**src/rtl/alu_result_fifo.sv**
```systemverilog
// Result/flag FIFO behind the 4-bit ALU: tags each accepted result with status flags
// and buffers it for a slower valid/ready consumer, flagging results lost while full.
module alu_result_fifo #(
  parameter int DEPTH = 4,
  parameter int CW    = 3
) (
  input  logic          clk,
  input  logic          rst,
  input  logic          in_valid,
  output logic          in_ready,
  input  logic [7:0]    in_result,
  input  logic [1:0]    in_op,
  input  logic [3:0]    in_a,
  input  logic [3:0]    in_b,
  output logic          out_valid,
  input  logic          out_ready,
  output logic [7:0]    out_data,
  output logic [3:0]    out_flags,
  output logic [CW-1:0] count,
  output logic          ovr,
  input  logic          clr_ovr
);

  localparam int AW = CW - 1;

  logic [CW-1:0] wptr_q, wptr_d;
  logic [CW-1:0] rptr_q, rptr_d;
  logic          ovr_q, ovr_d;
  logic [11:0]   mem_q [DEPTH];

  logic          full, empty, push, pop;
  logic          flag_z, flag_b, flag_o, flag_d;
  logic [7:0]    wr_data;
  logic [11:0]   wr_entry;
  logic [11:0]   head_entry;

  // The extra pointer MSB distinguishes full from empty when the index bits match.
  always_comb begin
    empty = (wptr_q == rptr_q);
    full  = (wptr_q[AW-1:0] == rptr_q[AW-1:0]) && (wptr_q[CW-1] != rptr_q[CW-1]);
    push  = in_valid && !full;
    pop   = !empty && out_ready;
  end

  always_comb begin
    flag_d   = (in_op == 2'b11) && (in_b == 4'd0);
    flag_b   = (in_op == 2'b10) && (in_a < in_b);
    flag_o   = ((in_op == 2'b00) || (in_op == 2'b01)) && (in_result[7:4] != 4'd0);
    wr_data  = flag_d ? 8'hFF : in_result;
    flag_z   = (wr_data == 8'd0);
    wr_entry = {flag_d, flag_o, flag_b, flag_z, wr_data};
  end

  // A new overrun in the same cycle as clr_ovr keeps ovr set.
  always_comb begin
    wptr_d = wptr_q;
    rptr_d = rptr_q;
    ovr_d  = ovr_q;
    if (push) begin
      wptr_d = wptr_q + CW'(1);
    end
    if (pop) begin
      rptr_d = rptr_q + CW'(1);
    end
    if (clr_ovr) begin
      ovr_d = 1'b0;
    end
    if (in_valid && full) begin
      ovr_d = 1'b1;
    end
  end

  always_ff @(posedge clk) begin
    if (rst) begin
      wptr_q <= '0;
      rptr_q <= '0;
      ovr_q  <= 1'b0;
    end else begin
      wptr_q <= wptr_d;
      rptr_q <= rptr_d;
      ovr_q  <= ovr_d;
    end
  end

  // Storage is deliberately not reset; only the pointers define valid contents.
  always_ff @(posedge clk) begin
    if (!rst && push) begin
      mem_q[wptr_q[AW-1:0]] <= wr_entry;
    end
  end

  always_comb begin
    head_entry = mem_q[rptr_q[AW-1:0]];
    in_ready   = !full;
    out_valid  = !empty;
    out_data   = empty ? 8'd0 : head_entry[7:0];
    out_flags  = empty ? 4'd0 : head_entry[11:8];
    count      = wptr_q - rptr_q;
    ovr        = ovr_q;
  end

endmodule

```
**config.mk**
```make
export PLATFORM = sky130hd
export DESIGN_NAME = alu_result_fifo
export DESIGN_NICKNAME = d
export VERILOG_FILES = /design/src/rtl/alu_result_fifo.sv
export SDC_FILE = /design/constraint.sdc
export NUM_CORES = 1
export LEC_CHECK = 0
export CAP_MARGIN = 0
export CORE_MARGIN = 1
export CORE_UTILIZATION = 56
export CTS_CLUSTER_SIZE = 16
export DETAILED_ROUTE_END_ITERATION = 8
export DONT_BUFFER_PORTS = 1
export HOLD_SLACK_MARGIN = 0.08
export MAX_ROUTING_LAYER = met4
export PLACE_DENSITY = 0.74
export SYNTH_ARGS = -nofsm -noshare
export SYNTH_HDL_FRONTEND = slang
export SYNTH_SLANG_ARGS = --single-unit
```
**constraint.sdc**
```tcl
create_clock -name clk -period 2.11 [get_ports clk]
set_clock_uncertainty 0.1 [all_clocks]
set_input_delay 0.211 -clock clk [delete_from_list [all_inputs] [get_ports clk]]
set_output_delay 0.211 -clock clk [all_outputs]
set_load 0.05 [all_outputs]
```
# == Word level (Yosys, flattened, before mapping) ==
# Memories as Yosys holds them, arrays and structs flattened. A register that Yosys moved wholly into a read port is not among the register bits.
# Index checks and enable logic that the tools add are counted.
# totals
ff_bits,7
latchBits,0
ram_bits,48
rom_bits,0
input_bits,23
output_inout_bits,18
wordCells,40
n_memories,1
# mem_list
name,depth,word_bits,rd,rd_ports_with_merged_regs,write_ports,line_no,text
mem_q,4,12,1,1,1,29,logic [11:0] mem_q [DEPTH];
# classes
add_sub_neg,3
n_mul,0
div,0
n_lt_le_gt_ge,1
n_eq_ne,6
shifts,0
mux,9
bitwise_logic,0
n_reduce_logical,17
# ops
cell,count
$mux W8,2
$logic_and A1 B1 Y1,8
$logic_not A8 Y1,1
$add A3 B1 Y3 const B,2
$eq A2 B2 Y1 const B,2
$logic_not A4 Y1,1
$lt A4 B4 Y1,1
$mux W1,4
$mux W2,2
$mux W4,1
$reduce_bool A4 Y1,1
$eq A3 B3 Y1,1
$logic_not A1 Y1,3
$sub A3 B3 Y3,1
$eq A2 B1 Y1 const B,1
$eq A2 B2 Y1,1
$logic_not A2 Y1,1
$reduce_bool A2 Y1,1
$logic_or A1 B1 Y1,1
$ne A1 B1 Y1,1

# == Logic depth before layout (Yosys ltp) ==
# depth
depth_word,7
depth_mapped,6
depth_no_buf,5

# == Worst setup path after synthesis ==
# No wires, ideal clock.
# synth_path
kind,register -> output
start,register wptr_q[0]
end,output port count[2]
arrival_ps,1874
t_required_ps,1799
setup_slack_ps,-75
stages_incl_launch_ff,5
path_buffers,0
cell_sequence,dfxtp_1 -> inv_1 -> ha_1 -> fa_1 -> xnor2_1
# synth_via
elab_chain_len,1
# synth_lines
element,line_no,text
"start, declared",26,"logic [CW-1:0] wptr_q, wptr_d;"
"start signal, assigned",79,wptr_q <= wptr_d;
$sub A3 B3 Y3,98,count = wptr_q - rptr_q;
"end, declared",19,"output logic [CW-1:0] count,"
# Every way passes these cells.

# == Worst setup path after layout ==
# layout_path
start,register wptr_q[1]
end,output port count[2]
# The elaborated chain is that of the path after synthesis.

==> impl_metrics.yaml <==
layout:
  final_cell_area_um2: 3326
  n_antenna_cell: 0
  nets: 254
  final_core_util: 0.7483
  syn_to_final_growth_pct: 25.67
  drive_above_1_share: 0.3333
  fillers: 282
critical_path:
  cp_max_fo: 5
  crit_required_ns: 1.80
  end_kind: "primary output"
  criticalPathCategory: "reg -> out"
  cp_slowest_cell: "fa_1"
  path_buf_inv: 2
  crit_chain: "inv_1 -> fa_1 -> xnor2_2 -> buf_6"
  cp_slowest_stage_delay_ns: 0.48
  arrival_ns: 1.74
  start_kind: "register"
  critPathTopFamily: "adder cells"
synth:
  synth_seq_cells: 57
  yosysUniqueCellTypes: 40
  synth_edf_count: 48
  yosysWarnings: 0
  yosysSeqAreaShare: 0.6128
  synth_fp_nets: 210
  yosys_most_used_dff: "edfxtp_1"
  syn-instance-count: 176
  synthArstFlopShare: 0
  syn_area_um2: 2646
  synth_area_per_cell_um2: 15.04
run_status:
  violations: "design-rule violations"
  status: "complete, but fails checks"
sta:
  finalCritPeriodShare: 0.9717
  setup_tns_ns: 0
  relSlewSlack: 0.5743
  setup_viol: 0
  fmax_mhz: 487.8
  drv_slew: 0
  rsz0062_at_grt: "no"
  tightest_slew_ns: 0.6340
  finalHoldViolations: 0
  min_period_ns: 2.050
drt:
  dr.pass1.iters: 6
  ant_nets: 0
  drt_wl_total_um: 5439
  met1Wirelength_um: 2177
  dr_wl_met3_um: 264
  vias: 1608
  drtIter0Drc: 174
  drcViolationCount: 6
  dr.max_layer_used: "met4"
  post_drt_wl_per_cell_um: 19.64
  wl_met2_um: 2864
  vias_per_cell: 5.805
clock_tree:
  clock_sinks: 57
  clock_path_buffers: 2
  cts_root_buf: "clkbuf_8"
  cts_buffers: 9
  clock_latency_ns: 0.33
  clkTransAtPathRegs_ns: 0.07
  cts_tree: "done"
  htree_levels: 3
floorplanning:
  die_area_um2: 5004
  fp.dieH_um: 70.74
  rows: 24
  dieWidth_um: 70.74
  core_area_um2: 4444
  start_util: 0.5954
  boundaryPins: 41
placement:
  dp.final_hpwl_um: 3463
  dpl-instance-area_um2: 2872
  place.gp.congestion: 0.7804
  portBuffers: 0
global_route:
  grt_max_degree: 14
  grt_first_pass_wirelength_um: 8556
  overflow: 0
  grt_pass1_vias: 1708
  grt_usage: 0.2494
  antenna_found_initial: 0
hold_path:
  hold_path_class: "in -> reg"
run:
  max_cap_violations: 0
cell usage after synthesis, types with 2 or more instances:
cell	count	area (um2)
edfxtp_1	48	1441
mux4_2	12	270.3
inv_1	11	41.29
ha_1	10	125.1
nand2b_1	10	62.56
dfxtp_1	9	180.2
nor2b_1	9	56.30
nand2_1	8	30.03
nor2_1	5	18.77
or3_1	5	31.28
nand4b_1	4	35.03
and3_1	3	18.77
buf_6	3	33.78
o311ai_0	3	26.28
o32a_1	3	30.03
a21oi_1	2	10.01
a31oi_1	2	12.51
and2b_1	2	15.01
clkbuf_1	2	7.510
nand3_1	2	10.01
nand4_1	2	12.51
nor3b_1	2	15.01
xnor2_1	2	17.52
timing repair:
item / in CTS / in global routing
setup endpoints to repair: 15 / 13
buffers inserted: 2 / 0
hold endpoints to repair: 41 / 0
gates resized for setup: 20 / 12
hold buffers: 12 / 0
cloned: 0 / 1
pin swaps: 1 / 0
stage by stage:
| step | cells | hold WS, ns | setup WS (ns) |
|---|---|---|---|
| after detailed placement | 246 | 0.1870 | 0.06533 |
| final | 277 | 0.1024 | 0.05981 |
| after global routing | 277 | 0.1005 | 0.005853 |
| after CTS | 276 | 0.09130 | 0.002429 |
| after global placement | 246 | 0.1843 | 0.1409 |
| after floorplan | 176 | 0.2821 | 0.01416 |
sequential cells by signal, summed over array words and instances (netlist names), named ones only:
signal and flops:
mem_q 48, rptr_q 3, wptr_q 3, ovr 1
path summary, 6_finish.rpt:
kind / startpoint / end / slack, ns / cells past startpoint
worst max-delay path: wptr_q[1] / count[2] / 0.06 / 4
worst min-delay path: in_result[6] / mem_q[2][6] / 0.10 / 1
worst max register to register: wptr_q[1] / ovr / 0.13 / 6
worst min register to register: wptr_q[2] / wptr_q[2] / 0.47 / 2
layout make-up:
| cell class | instances | area, um2 | share of cell area |
|---|---|---|---|
| tap | 52 | 65.06 | 0.01956 |
| inverter | 11 | 41.29 | 0.01242 |
| timing repair buffer | 40 | 417.9 | 0.1257 |
| clock inverter | 5 | 46.29 | 0.01392 |
| sequential | 57 | 1628 | 0.4895 |
| multi-input combinational | 101 | 996.0 | 0.2995 |
| clock buffer | 11 | 131.4 | 0.03950 |
routing by layer:
metal  GRT usage  vias up
li1            -      759
met1      0.2808      772
met2      0.4071       65
met3     0.08262       12
met4      0.1111        0
met5           -        -
logic make-up after synthesis:
family,synth area share
xor gates and xnor gates,0.01277
muxes,0.1021
buffers and inverters,0.03498
AOI/OAI and AO/OA,0.04161
and+or+nand+nor,0.1409
adders and majority gates,0.05485
DFF,0.6128
placed cells by master (no fill, tap or decap), types with 3 or more instances in the layout:
cell type / Yosys / routed
or3_1: 5 / 5
and3_2: 1 / 4
nor2b_2: 1 / 7
nor2b_1: 9 / 3
ha_1: 10 / 8
buf_6: 3 / 12
o32a_1: 3 / 3
edfxtp_1: 48 / 48
nor2_1: 5 / 5
dfxtp_2: 0 / 5
nand2_1: 8 / 7
dfxtp_1: 9 / 4
o311ai_0: 3 / 3
inv_1: 11 / 10
clkinv_1: 0 / 3
clkbuf_8: 0 / 9
mux4_2: 12 / 12
buf_4: 0 / 13
nand4b_1: 4 / 4
dlygate4sd3_1: 0 / 12
nand2b_1: 10 / 10
Power is left out: the tool's default activity adds up to more than one toggle a clock period on the data nets, which glitch-free logic cannot reach.
